[config.mk]
export PLATFORM = sky130hd
export DESIGN_NAME = scale_restore
export DESIGN_NICKNAME = d
export VERILOG_FILES = /design/src/rtl/r4mdc_pkg.sv /design/src/rtl/sat_shift_lane.sv /design/src/rtl/scale_restore.sv
export SDC_FILE = /design/constraint.sdc
export NUM_CORES = 1
export LEC_CHECK = 0
export CAP_MARGIN = 20
export CORE_UTILIZATION = 50
export DETAILED_ROUTE_END_ITERATION = 7
export PLACE_DENSITY = 0.81
export SLEW_MARGIN = 40
export SYNTH_ARGS = -nofsm -noshare
export SYNTH_HDL_FRONTEND = slang
export SYNTH_SLANG_ARGS = --single-unit
export TNS_END_PERCENT = 10
[constraint.sdc]
create_clock -name clk -period 2.8 [get_ports clk]
set_clock_uncertainty 0.1 [all_clocks]
set_input_delay 0.84 -clock clk [delete_from_list [all_inputs] [get_ports clk]]
set_output_delay 0.84 -clock clk [all_outputs]
set_load 0.05 [all_outputs]
[src/rtl/r4mdc_pkg.sv]
`default_nettype none
// ============================================================================
// Module      : r4mdc_pkg
// Description : Shared definitions for the R4MDC FFT output datapath:
//               default word length / frame size, the scale_restore FSM
//               state type and the saturating left-shift helper.
// Revision    : 1.0 - initial release
// ============================================================================
package r4mdc_pkg;

    localparam int WL_DEF   = 16;
    localparam int NPTS_DEF = 64;
    localparam int SW_DEF   = 3;

    // Frame-tracking FSM of scale_restore.
    typedef enum logic [0:0] {
        IDLE = 1'b0,
        RUN  = 1'b1
    } state_t;

    // Result of sat_shl: value is carried at the 64-bit working width and is
    // already clamped into the wl-bit two's complement range.
    typedef struct packed {
        logic        clip;
        logic [63:0] val;
    } sat_res_t;

    // Left-shift x (sign-extended to 64 bits) by s and saturate to a wl-bit
    // signed range. Requires wl + 2^SW - 1 <= 64 so no bits are lost.
    function automatic sat_res_t sat_shl(
        input logic signed [63:0] x,
        input logic        [7:0]  s,
        input int                 wl
    );
        sat_res_t          res;
        logic signed [63:0] full;
        logic signed [63:0] maxv;
        logic signed [63:0] minv;
        full     = x <<< s;
        maxv     = (64'sd1 <<< (wl - 1)) - 64'sd1;
        minv     = -(64'sd1 <<< (wl - 1));
        res.clip = 1'b0;
        res.val  = full;
        if (full > maxv) begin
            res.clip = 1'b1;
            res.val  = maxv;
        end else if (full < minv) begin
            res.clip = 1'b1;
            res.val  = minv;
        end
        return res;
    endfunction

endpackage
`default_nettype wire

[src/rtl/sat_shift_lane.sv]
`default_nettype none
// ============================================================================
// Module      : sat_shift_lane
// Description : Combinational shift-and-saturate for one component
//               (real or imaginary) of a complex sample.
//   i_x    : WL-bit two's complement input
//   i_s    : SW-bit left-shift count
//   o_y    : saturated WL-bit result
//   o_clip : result was clamped to the positive or negative rail
// Revision    : 1.0 - initial release
// ============================================================================
module sat_shift_lane
    import r4mdc_pkg::*;
#(
    parameter int WL = WL_DEF,
    parameter int SW = SW_DEF
) (
    input  logic [WL-1:0] i_x,
    input  logic [SW-1:0] i_s,
    output logic [WL-1:0] o_y,
    output logic          o_clip
);

    logic [63:0] w_x_ext;
    logic [7:0]  w_s_ext;
    sat_res_t    w_res;
    logic        w_unused_hi;

    assign w_x_ext = {{(64 - WL){i_x[WL-1]}}, i_x};
    assign w_s_ext = {{(8 - SW){1'b0}}, i_s};
    assign w_res   = sat_shl(w_x_ext, w_s_ext, WL);

    assign o_y    = w_res.val[WL-1:0];
    assign o_clip = w_res.clip;

    // Upper bits are pure sign extension of the clamped value.
    assign w_unused_hi = ^w_res.val[63:WL];

endmodule
`default_nettype wire

[src/rtl/scale_restore.sv]
`default_nettype none
// ============================================================================
// Module      : scale_restore
// Description : Restores gain after the per-stage downscale of the R4MDC FFT.
//               Each complex sample is left-shifted by a per-frame amount
//               (latched on sample 0) and saturated to WL bits. One register
//               stage with valid/ready flow control.
//   clk, rst_n           : clock, synchronous active-low reset
//   in_r/in_i/in_valid   : scaled input sample, in_ready returned
//   shift_amt            : left-shift count, sampled on sample 0 only
//   out_r/out_i/out_valid: restored sample, out_ready from downstream
//   out_first/out_last   : sample 0 / sample NPTS-1 markers
//   sat_flag             : this output was clipped (real or imaginary)
//   Optional (SCALE_RESTORE_SAT_CNT_EN): sat_cnt clipped-sample count for
//   the frame, frame_sat sticky any-clip flag.
// Revision    : 1.0 - initial release
// ============================================================================
module scale_restore
    import r4mdc_pkg::*;
#(
    parameter int WL   = WL_DEF,
    parameter int NPTS = NPTS_DEF,
    parameter int SW   = SW_DEF
) (
    input  logic          clk,
    input  logic          rst_n,
    input  logic [WL-1:0] in_r,
    input  logic [WL-1:0] in_i,
    input  logic          in_valid,
    output logic          in_ready,
    input  logic [SW-1:0] shift_amt,
    output logic [WL-1:0] out_r,
    output logic [WL-1:0] out_i,
    output logic          out_valid,
    input  logic          out_ready,
    output logic          out_first,
    output logic          out_last,
    output logic          sat_flag
`ifdef SCALE_RESTORE_SAT_CNT_EN
    ,
    output logic [$clog2(NPTS):0] sat_cnt,
    output logic                  frame_sat
`endif
);

    localparam int           CW         = $clog2(NPTS);
    localparam logic [CW-1:0] C_CNT_LAST = CW'(NPTS - 1);

    state_t        state_q, state_d;
    logic [CW-1:0] cnt_q, cnt_d;
    logic [SW-1:0] shift_q, shift_d;
    logic [WL-1:0] out_r_q, out_r_d;
    logic [WL-1:0] out_i_q, out_i_d;
    logic          out_valid_q, out_valid_d;
    logic          out_first_q, out_first_d;
    logic          out_last_q, out_last_d;
    logic          sat_flag_q, sat_flag_d;

    logic          w_in_ready;
    logic          w_in_xfer;
    logic [SW-1:0] w_shift_eff;
    logic [WL-1:0] w_res_r, w_res_i;
    logic          w_clip_r, w_clip_i;

    // Sample 0 uses the live shift_amt; later samples the latched copy.
    assign w_shift_eff = (state_q == IDLE) ? shift_amt : shift_q;

    sat_shift_lane #(.WL(WL), .SW(SW)) u_lane_r (
        .i_x    (in_r),
        .i_s    (w_shift_eff),
        .o_y    (w_res_r),
        .o_clip (w_clip_r)
    );

    sat_shift_lane #(.WL(WL), .SW(SW)) u_lane_i (
        .i_x    (in_i),
        .i_s    (w_shift_eff),
        .o_y    (w_res_i),
        .o_clip (w_clip_i)
    );

    // ------------------------------------------------------------------
    // State register (all flops)
    // ------------------------------------------------------------------
    always_ff @(posedge clk) begin
        if (!rst_n) begin
            state_q     <= IDLE;
            cnt_q       <= '0;
            shift_q     <= '0;
            out_r_q     <= '0;
            out_i_q     <= '0;
            out_valid_q <= 1'b0;
            out_first_q <= 1'b0;
            out_last_q  <= 1'b0;
            sat_flag_q  <= 1'b0;
        end else begin
            state_q     <= state_d;
            cnt_q       <= cnt_d;
            shift_q     <= shift_d;
            out_r_q     <= out_r_d;
            out_i_q     <= out_i_d;
            out_valid_q <= out_valid_d;
            out_first_q <= out_first_d;
            out_last_q  <= out_last_d;
            sat_flag_q  <= sat_flag_d;
        end
    end

    // ------------------------------------------------------------------
    // Next-state logic
    // ------------------------------------------------------------------
    always_comb begin
        state_d = state_q;
        cnt_d   = cnt_q;
        shift_d = shift_q;
        case (state_q)
            IDLE: begin
                if (w_in_xfer) begin
                    shift_d = shift_amt;
                    cnt_d   = CW'(1);
                    state_d = RUN;
                end
            end
            RUN: begin
                if (w_in_xfer) begin
                    if (cnt_q == C_CNT_LAST) begin
                        cnt_d   = '0;
                        state_d = IDLE;
                    end else begin
                        cnt_d = cnt_q + 1'b1;
                    end
                end
            end
            default: state_d = IDLE;
        endcase
    end

    // ------------------------------------------------------------------
    // Output / datapath logic
    // ------------------------------------------------------------------
    always_comb begin
        w_in_ready  = rst_n && (!out_valid_q || out_ready);
        w_in_xfer   = in_valid && w_in_ready;
        out_r_d     = out_r_q;
        out_i_d     = out_i_q;
        out_valid_d = out_valid_q;
        out_first_d = out_first_q;
        out_last_d  = out_last_q;
        sat_flag_d  = sat_flag_q;
        if (w_in_xfer) begin
            out_r_d     = w_res_r;
            out_i_d     = w_res_i;
            out_valid_d = 1'b1;
            out_first_d = (state_q == IDLE);
            out_last_d  = (state_q == RUN) && (cnt_q == C_CNT_LAST);
            sat_flag_d  = w_clip_r | w_clip_i;
        end else if (out_ready) begin
            // Output drained with nothing new behind it; data may hold.
            out_valid_d = 1'b0;
        end
    end

    assign in_ready  = w_in_ready;
    assign out_r     = out_r_q;
    assign out_i     = out_i_q;
    assign out_valid = out_valid_q;
    assign out_first = out_first_q;
    assign out_last  = out_last_q;
    assign sat_flag  = sat_flag_q;

`ifdef SCALE_RESTORE_SAT_CNT_EN
    logic [CW:0] sat_cnt_q, sat_cnt_d;
    logic        frame_sat_q, frame_sat_d;
    logic        w_out_xfer;

    assign w_out_xfer = out_valid_q && out_ready;

    always_ff @(posedge clk) begin
        if (!rst_n) begin
            sat_cnt_q   <= '0;
            frame_sat_q <= 1'b0;
        end else begin
            sat_cnt_q   <= sat_cnt_d;
            frame_sat_q <= frame_sat_d;
        end
    end

    // A transferring first sample restarts the frame tally with its own clip.
    always_comb begin
        sat_cnt_d   = sat_cnt_q;
        frame_sat_d = frame_sat_q;
        if (w_out_xfer) begin
            if (out_first_q) begin
                sat_cnt_d   = (CW + 1)'(sat_flag_q);
                frame_sat_d = sat_flag_q;
            end else begin
                sat_cnt_d   = sat_cnt_q + (CW + 1)'(sat_flag_q);
                frame_sat_d = frame_sat_q | sat_flag_q;
            end
        end
    end

    assign sat_cnt   = sat_cnt_q;
    assign frame_sat = frame_sat_q;
`endif

endmodule
`default_nettype wire

==> results of run 1 <==
worst max-delay path, stage by stage:
cell and delay, ns:
dlygate4sd2_1 0.25, mux2_4 0.32, mux2i_2 0.19, buf_4 0.15
o22ai_1 0.15, o221ai_1 0.14, o31ai_2 0.41, and2_2 0.32
a22o_1 0.15
power breakdown:
group / leakage, nW / internal, mW / switching (mW)
registers: 0.378 / 0.713 / 0.0376
clock network: 0.0585 / 0.268 / 0.244
logic: 1.51 / 0.458 / 0.595
total: 1.95 / 1.44 / 0.876
cells in the mapped netlist, drive strengths merged, types with 2 or more instances:
cell     count  area share
a21boi       8       0.019
a21oi       12       0.019
a22o        26       0.074
a22oi        2      0.0048
a311oi       2      0.0057
a31o         2      0.0057
a31oi        3      0.0061
a32oi        2      0.0057
and2         3      0.0069
and3         2      0.0040
buf         17       0.036
clkbuf      16       0.019
dfxtp       46        0.30
inv          2      0.0024
mux2         3       0.012
mux2i       40        0.13
nand2       92        0.11
nand2b       2      0.0040
nand3       31       0.057
nand4        2      0.0040
nor2        18       0.022
nor2b        3      0.0061
nor3         7       0.013
o2111ai      2      0.0057
o211ai      13       0.033
o21ai       17       0.030
o221ai       3      0.0085
o22ai        2      0.0040
o31ai        2      0.0065
xor2         3      0.0085
cell usage in the layout, fill, tap and decap left out, types with 15 or more instances in the layout:
cell type and instances:
a22o_1 26, buf_4 75, clkdlybuf4s50_1 71, dfxtp_1 46
mux2i_1 35, nand2_1 92, nand3_1 27, nor2_1 18
o21ai_0 15
kinds of logic after synthesis:
family | synth area share
buffers and inverters | 0.0574
flip-flops | 0.297
adder cells (fa/ha/maj) | 0.00404
AO/OA/AOI/OAI | 0.258
AND/OR/NAND/NOR | 0.230
XOR/XNOR | 0.00849
multiplexers | 0.145
state kept, by name (all words and copies together) (netlist names):
register and flops:
out_first 1, shift_q 3, out_valid 1, sat_flag 1
out_r 16, out_i 16, out_last 1, state_q 1
cnt_q 6
metrics by stage:
| stage | TNS (ns) | utilization | instance area, um2 |
|---|---|---|---|
| 6_report | 0 | 0.766 | 4560 |
| 5_1_grt | -0.0682 | 0.766 | 4560 |
| 4_1_cts | -0.00957 | 0.759 | 4520 |
| 3_5_place_dp | -12.60 | 0.732 | 4360 |
| 3_3_place_gp | -11.37 | 0.732 | 4360 |
| 2_1_floorplan | 0 | - | 3100 |
how the worst max path moves through the flow:
| stage | startpoint | to | slack, ns | cells after the start |
|---|---|---|---|---|
| 5_1_grt | shift_amt[0] | sat_flag | -0.02 | 9 |
| 6_report | shift_amt[0] | out_i[5] | 0.05 | 9 |
| 3_5_place_dp | shift_amt[0] | out_r[10] | -0.56 | 8 |
| 4_1_cts | shift_amt[1] | sat_flag | -0.01 | 8 |
| 3_3_place_gp | shift_amt[0] | out_r[10] | -0.50 | 8 |
| 2_1_floorplan | shift_amt[0] | out_r[3] | 0.18 | 9 |
final cells by class:
cell class / count / area [um2]
Multi-Input combinational cell: 313 / 2060
Fill cell: 458 / 1400
Timing Repair Buffer: 153 / 1370
Sequential cell: 46 / 921
Tap cell: 75 / 93.8
Clock buffer: 5 / 68.8
Clock inverter: 3 / 43.8
Inverter: 2 / 7.51
metal layers:
metal  global-route usage  wire length (um)  vias to the layer above
li1                     -                 -                     1688
met4                0.111               218                        0
met3               0.0545               531                       30
met2                0.548              4940                      155
met5                    0                 0                        -
met1                0.356              4150                     1649
timing repair:
action / 4_1_cts / 5_1_grt
pin swaps: 1 / 3
gates resized for setup: 5 / 5
buffers inserted: 2 / 2
gates cloned: 1 / 1
setup endpoints to repair: 28 / 31
==> impl_metrics.yaml, run 1 <==
outcome:
  status: "finished, final reports clean"
synth:
  yosysSeqAreaShare: 0.297
  ys_async_sr_fraction: 0
  synthFlopType: "dfxtp_1"
  synthCells: 392
  syn_nets: 432
  yosysWarningCount: 0
  avgSynthCellArea_um2: 7.90
  synth-seq-cells: 46
  ys_types: 50
  synth_edf_count: 0
  syn_area_um2: 3100
floorplanning:
  dieArea_um2: 6510
  die_h_um: 80.7
  core_um2: 5960
  num_rows: 28
  ios: 76
  start_util: 0.520
  die_x_um: 80.7
sta:
  fin_crit_sh: 0.982
  whs_ns: 0.362
  fin_ws_ns: 0.0493
  rsz0062_at_grt: "true"
  setup_viol: 0
  slew_viol_final: 0
  fin_crit_ns: 2.75
  max_slew_margin: 0.636
  fmax_ghz: 0.364
  hold_viol: 0
  worst_pin_slew_ns: 0.544
cts:
  ctsHtreeMaxLevel: 2
  clock_sinks: 46
  root_buffer: "clkbuf_8"
  clockBufferDepth: 2
  cts_hold_buf: 0
  cts_buffers: 5
  tritoncts: "yes"
  clk_latency_ns: 0.31
  clkTransAtPathRegs_ns: 0.10
critical_path:
  worst-path-max-fanout: 7
  r2r_start: "state_q"
  cp-end-kind: "flop"
  r2r-end: "out_i[5]"
  rrSetupSlack_ns: 0.15
  critPathRequiredTime_ns: 2.96
  startpoint_type: "input pin"
  worstPathArrival_ns: 2.91
  reg2reg_depth: 7
  crit_type: "in -> reg"
flow_run:
  drv_cap: 0
finish:
  areaGrowthSynthToFinish_pct: 47.3
  nets: 561
  final_layout_size_suffix_gt1_frac: 0.218
  diodes: 0
  stdcell_count: 597
min_path:
  min_path_cells: 1
  holdCritPathClass: "reg -> reg"
  hold-path-endpoint: "out_first"
  min-delay-start: "out_first"
placement:
  placed_cells: 583
  dp_hpwl_um: 7160
  pre_cts_ws_ns: -0.564
  io_buffers: 75
  gp_congestion: 0.915
global_routing:
  grt_use_total: 0.304
  grt_pass1_vias: 3332
  antenna_found_initial: 0
  grt_pass1_wl_um: 15300
  grt_max_degree: 28
  grt_overflow: 0
route:
  drt_wl_total_um: 9840
  drc: 0
  first_iter_violations: 291
  drtAntennaViolNets: 0
  wl_per_cell_um: 16.5
  dr_total_vias: 3522
  first_pass_iters: 5
  post_drt_via_cell_ratio: 5.90
power:
  powerDensity_nw_per_um2: 508
  peakVddDrop_uv: 412
  leakagePower_nw: 1.95
  power_mw: 2.32
(Power assumes the default switching activity.)
==> run 2, diff against run 1 <==
- GPL_TIMING_DRIVEN: unset -> 0
==> run 2 against run 1 <==
  * Via count is 4.3% lower
  * Maximum frequency down 0.80%
  * Utilization is 7.1 points lower
  * Count of clock-buffer cells in the layout is 1 higher
  * First-iteration DRC count up 19%
  * Worst hold slack better by 0.00060 ns
  * Final cell count decreased by 7.7%
  * Non-clock buffer count decreased by 44
  * Combinational power decreased by 7%
  * Sequential power shrank 0.8%
==> impl_metrics.yaml, run 2 (synthesis gave the netlist of run 1 again) <==
power:
  combPwrFrac: 0.455
  leakagePower_nw: 1.67
  power_mw: 2.14
  power.internal_mw: 1.27
  switching_share: 0.407
  netSwitchingPower_mw: 0.870
  powerDensity_nw_per_um2: 517
  clockPowerShare: 0.196
  peakVddDrop_uv: 345
  p_seq_frac: 0.349
sta:
  hold_viol: 0
  slew_viol_final: 0
  fin_crit_ns: 2.77
  worst_pin_slew_ns: 0.526
  setup_viol: 0
  max_slew_margin: 0.649
  fin_crit_sh: 0.990
  fmax_ghz: 0.361
  rsz0062_at_grt: "true"
finish:
  mostFrequentLayoutCells: "nand2_1 (92), clkdlybuf4s50_1 (67), dfxtp_1 (46)"
  final_layout_size_suffix_gt1_frac: 0.130
  stdcell_count: 551
  final_common_cell: "nand2_1"
  areaGrowthSynthToFinish_pct: 33.7
  diodes: 0
  nets: 515
  fin_area_um2: 4140
critical_path:
  r2r_start: "state_q"
  critPathRequiredTime_ns: 1.86
  crit_buf_inv: 3
  worstPathArrival_ns: 1.83
  worstSetupStartpoint: "rst_n"
  cp_top_family: "buffers and inverters"
  cpPeakStageDelay_ns: 0.47
  startpoint_type: "input pin"
  cp-end-kind: "output pin"
  worstPathCellList: "clkdlybuf4s50_1 -> clkbuf_4 -> and2_1 -> buf_6"
  cpMaxStageDelayCell: "clkdlybuf4s50_1"
  crit_type: "in -> out"
  worst-path-max-fanout: 10
placement:
  io_buffers: 72
  gp_congestion: 0.958
  dpl-instance-area_um2: 3910
  dp_hpwl_um: 6840
  placed_cells: 539
route:
  drt_wl_total_um: 9470
  first_iter_violations: 345
  wl_per_cell_um: 17.2
  dr_total_vias: 3371
  post_drt_via_cell_ratio: 6.12
  drtAntennaViolNets: 0
  first_pass_iters: 7
  drc: 0
cts:
  cts_buffers: 5
  clockBufferDepth: 2
  clock_sinks: 46
  tritoncts: "yes"
  clk_latency_ns: 0.31
  clkTransAtPathRegs_ns: 0.10
  root_buffer: "clkbuf_8"
  cts_hold_buf: 0
  ctsHtreeMaxLevel: 2
global_routing:
  grt_use_total: 0.301
  grt_max_degree: 15
  grt_pass1_wl_um: 15000
  grt_overflow: 0
  antenna_found_initial: 0
  grt_pass1_vias: 3086
floorplanning:
  die_x_um: 80.7
  num_rows: 28
  core_um2: 5960
  dieArea_um2: 6510
  die_h_um: 80.7
  ios: 76
  start_util: 0.520
min_path:
  holdCritPathClass: "reg -> reg"
  min-delay-start: "out_first"
flow_run:
  drv_cap: 0
outcome:
  status: "finished, final reports clean"
run 2: layout make-up:
cell class | count | area [um2]
multi-input combinational | 311 | 2070
tap | 75 | 93.8
inverter | 2 | 7.51
clock inverter | 2 | 13.8
clock buffer | 6 | 72.6
fill | 507 | 1820
timing repair buffer | 77 | 758
buffer | 32 | 203
sequential | 46 | 921
run 2: path summary, 6_finish.rpt:
kind / to / slack, ns / cells after the start
worst min-delay path: out_first / 0.36 / 1
worst max-delay path: in_ready / 0.03 / 4
worst min register to register: out_first / 0.36 / 1
worst max register to register: out_r[2] / 0.26 / 9
run 2: stage by stage:
stage / hold slack [ns] / TNS (ns) / util / setup WS (ns)
3_3_place_gp: 0.335 / -15.13 / 0.657 / -0.768
4_1_cts: 0.362 / 0 / 0.688 / 0.0000986
6_report: 0.363 / 0 / 0.695 / 0.0270
5_1_grt: 0.398 / -0.135 / 0.695 / -0.0227
2_1_floorplan: 0.358 / 0 / - / 0.181
3_5_place_dp: 0.340 / -16.62 / 0.657 / -0.783
run 2: per-layer routing:
metal,vias to the layer above,wire length (um),GRT usage
met5,-,0,0
met2,156,4620,0.506
li1,1596,-,-
met3,14,670,0.0625
met4,0,142,0.0857
met1,1605,4040,0.386
run 2: repair_timing:
| item | CTS | global route |
|---|---|---|
| pin swaps | 2 | 2 |
| resized for setup | 29 | 15 |
| endpoints found under the setup margin | 33 | 29 |
| setup buffers | 4 | 1 |
run 2: power by group through the flow:
stage               Combinational (mW)  Sequential, mW  Clock (mW)
global route                      1.03           0.754       0.449
CTS                              0.944           0.745       0.419
global placement                 0.897           0.758           0
finish                           0.974           0.745       0.419
detailed placement               0.907           0.759           0
floorplan                        0.436           0.943           0
==> run 3, diff against run 2 <==
- HOLD_SLACK_MARGIN: unset -> 0.05
- PLACE_DENSITY: 0.81 -> 0.89
==> run 3 against run 2 <==
  * Count of clock-buffer cells in the layout did not move
  * Via count grew 1.7%
  * Utilization increased by 0.42 points
  * Highest routed layer unchanged
==> impl_metrics.yaml, run 3 (synthesis gave the netlist of run 1 again) <==
sta:
  whs_ns: 0.357
  hold_viol: 0
  worst_pin_slew_ns: 0.507
  max_slew_margin: 0.661
  fin_crit_sh: 0.984
  slew_viol_final: 0
  fin_crit_ns: 2.76
  rsz0062_at_grt: "false"
  fmax_ghz: 0.363
  setup_viol: 0
cts:
  ctsHtreeMaxLevel: 2
  cts_buffers: 5
  clk_latency_ns: 0.31
  clkTransAtPathRegs_ns: 0.09
  clockBufferDepth: 2
  clock_sinks: 46
  root_buffer: "clkbuf_8"
  tritoncts: "yes"
placement:
  dpl-instance-area_um2: 3910
  gp_congestion: 0.955
  dp_hpwl_um: 6830
  io_buffers: 72
route:
  post_drt_via_cell_ratio: 6.20
  dr_total_vias: 3427
  drc: 0
  drt_wl_total_um: 9380
  first_pass_iters: 5
  wl_per_cell_um: 17.0
  drtAntennaViolNets: 0
  first_iter_violations: 368
critical_path:
  worst-path-max-fanout: 10
  cp_top_family: "buffers and inverters"
  cp-end-kind: "output pin"
  worstPathArrival_ns: 1.82
  critical_path_depth: 4
  startpoint_type: "input pin"
  worstSetupStartpoint: "rst_n"
  cpMaxStageDelayCell: "clkdlybuf4s50_1"
  r2r_start: "state_q"
  crit_type: "in -> out"
  reg2reg_depth: 9
  r2r-end: "out_r[9]"
  worstPathCellList: "clkdlybuf4s50_1 -> clkbuf_4 -> and2_4 -> buf_6"
  rrSetupSlack_ns: 0.29
  cpPeakStageDelay_ns: 0.47
  critPathRequiredTime_ns: 1.86
  crit_end: "in_ready"
  crit_buf_inv: 3
finish:
  diodes: 0
  nets: 517
  mostFrequentLayoutCells: "nand2_1 (92), clkdlybuf4s50_1 (68), dfxtp_1 (46)"
  final_common_cell: "nand2_1"
  nFillCells: 494
  fin_area_um2: 4160
  areaGrowthSynthToFinish_pct: 34.5
  final_layout_size_suffix_gt1_frac: 0.136
floorplanning:
  start_util: 0.520
  die_x_um: 80.7
  core_um2: 5960
  ios: 76
  dieArea_um2: 6510
  num_rows: 28
  die_h_um: 80.7
global_routing:
  grt_overflow: 0
  grt_pass1_wl_um: 14900
  antenna_found_initial: 0
  grt_pass1_vias: 3116
  grt_max_degree: 15
  grt_use_total: 0.293
flow_run:
  drv_cap: 0
outcome:
  status: "finished, final reports clean"
min_path:
  holdCritPathClass: "reg -> reg"
power:
  leakagePower_nw: 1.67
  peakVddDrop_uv: 379
  powerDensity_nw_per_um2: 516
## run 3: cell count changes in the layout (fill, tap and decap cells not counted), sizes merged
cell,delta
clkbuf,+4
buf,-2
clkdlybuf4s50,+1
clkinv,-1
clkinvlp,+1
dlymetal6s2s,-1
## run 3: stage by stage
step / std cells / util / worst slack (ns) / setup TNS, ns / power (mW)
5_1_grt: 553 / 0.699 / 0.000137 / 0 / 2.25
4_1_cts: 551 / 0.688 / 0.00398 / 0 / 2.11
3_3_place_gp: 539 / 0.657 / -0.767 / -15.02 / 1.64
3_5_place_dp: 539 / 0.657 / -0.776 / -16.49 / 1.66
2_1_floorplan: 392 / - / 0.181 / 0 / 1.38
6_report: 553 / 0.699 / 0.0438 / 0 / 2.15
## run 3: final cells by class
class                           count  area [um2]  share of cell area
Tap cell                           75        93.8              0.0225
Timing Repair Buffer               78         763               0.183
Sequential cell                    46         921               0.221
Inverter                            2        7.51             0.00180
Multi-Input combinational cell    311        2070               0.498
Clock buffer                        6        82.6              0.0198
Buffer                             33         209              0.0502
Clock inverter                      2        12.5             0.00300
## run 3: worst min path at each step
stage	slack [ns]	depth (start not counted)	endpoint	start
3_3_place_gp	0.34	1	out_first	out_first
2_1_floorplan	0.36	2	cnt_q[1]	cnt_q[1]
4_1_cts	0.37	1	out_first	out_first
5_1_grt	0.38	1	out_first	out_first
3_5_place_dp	0.34	1	out_first	out_first
6_report	0.36	1	out_first	out_first
## run 3: what timing repair did
action | CTS | global route
cloned | 0 | 0
endpoints found under the setup margin | 32 | 31
setup buffers | 4 | 2
pin swaps | 1 | 4
hold buffers | 0 | 0
resized for setup | 22 | 23
## run 3: layer usage
| layer | vias up | share of wire | GRT usage |
|---|---|---|---|
| met2 | 209 | 0.46 | 0.469 |
| met3 | 40 | 0.078 | 0.0409 |
| met1 | 1574 | 0.42 | 0.388 |
| met5 | - | 0 | 0 |
| met4 | 0 | 0.037 | 0.138 |
| li1 | 1604 | - | - |
## run 3: power breakdown
part / internal [mW] / leakage, nW / switching [mW]
Sequential: 0.713 / 0.378 / 0.0354
Clock: 0.198 / 0.0472 / 0.228
Combinational: 0.380 / 1.25 / 0.593
Total: 1.29 / 1.67 / 0.856
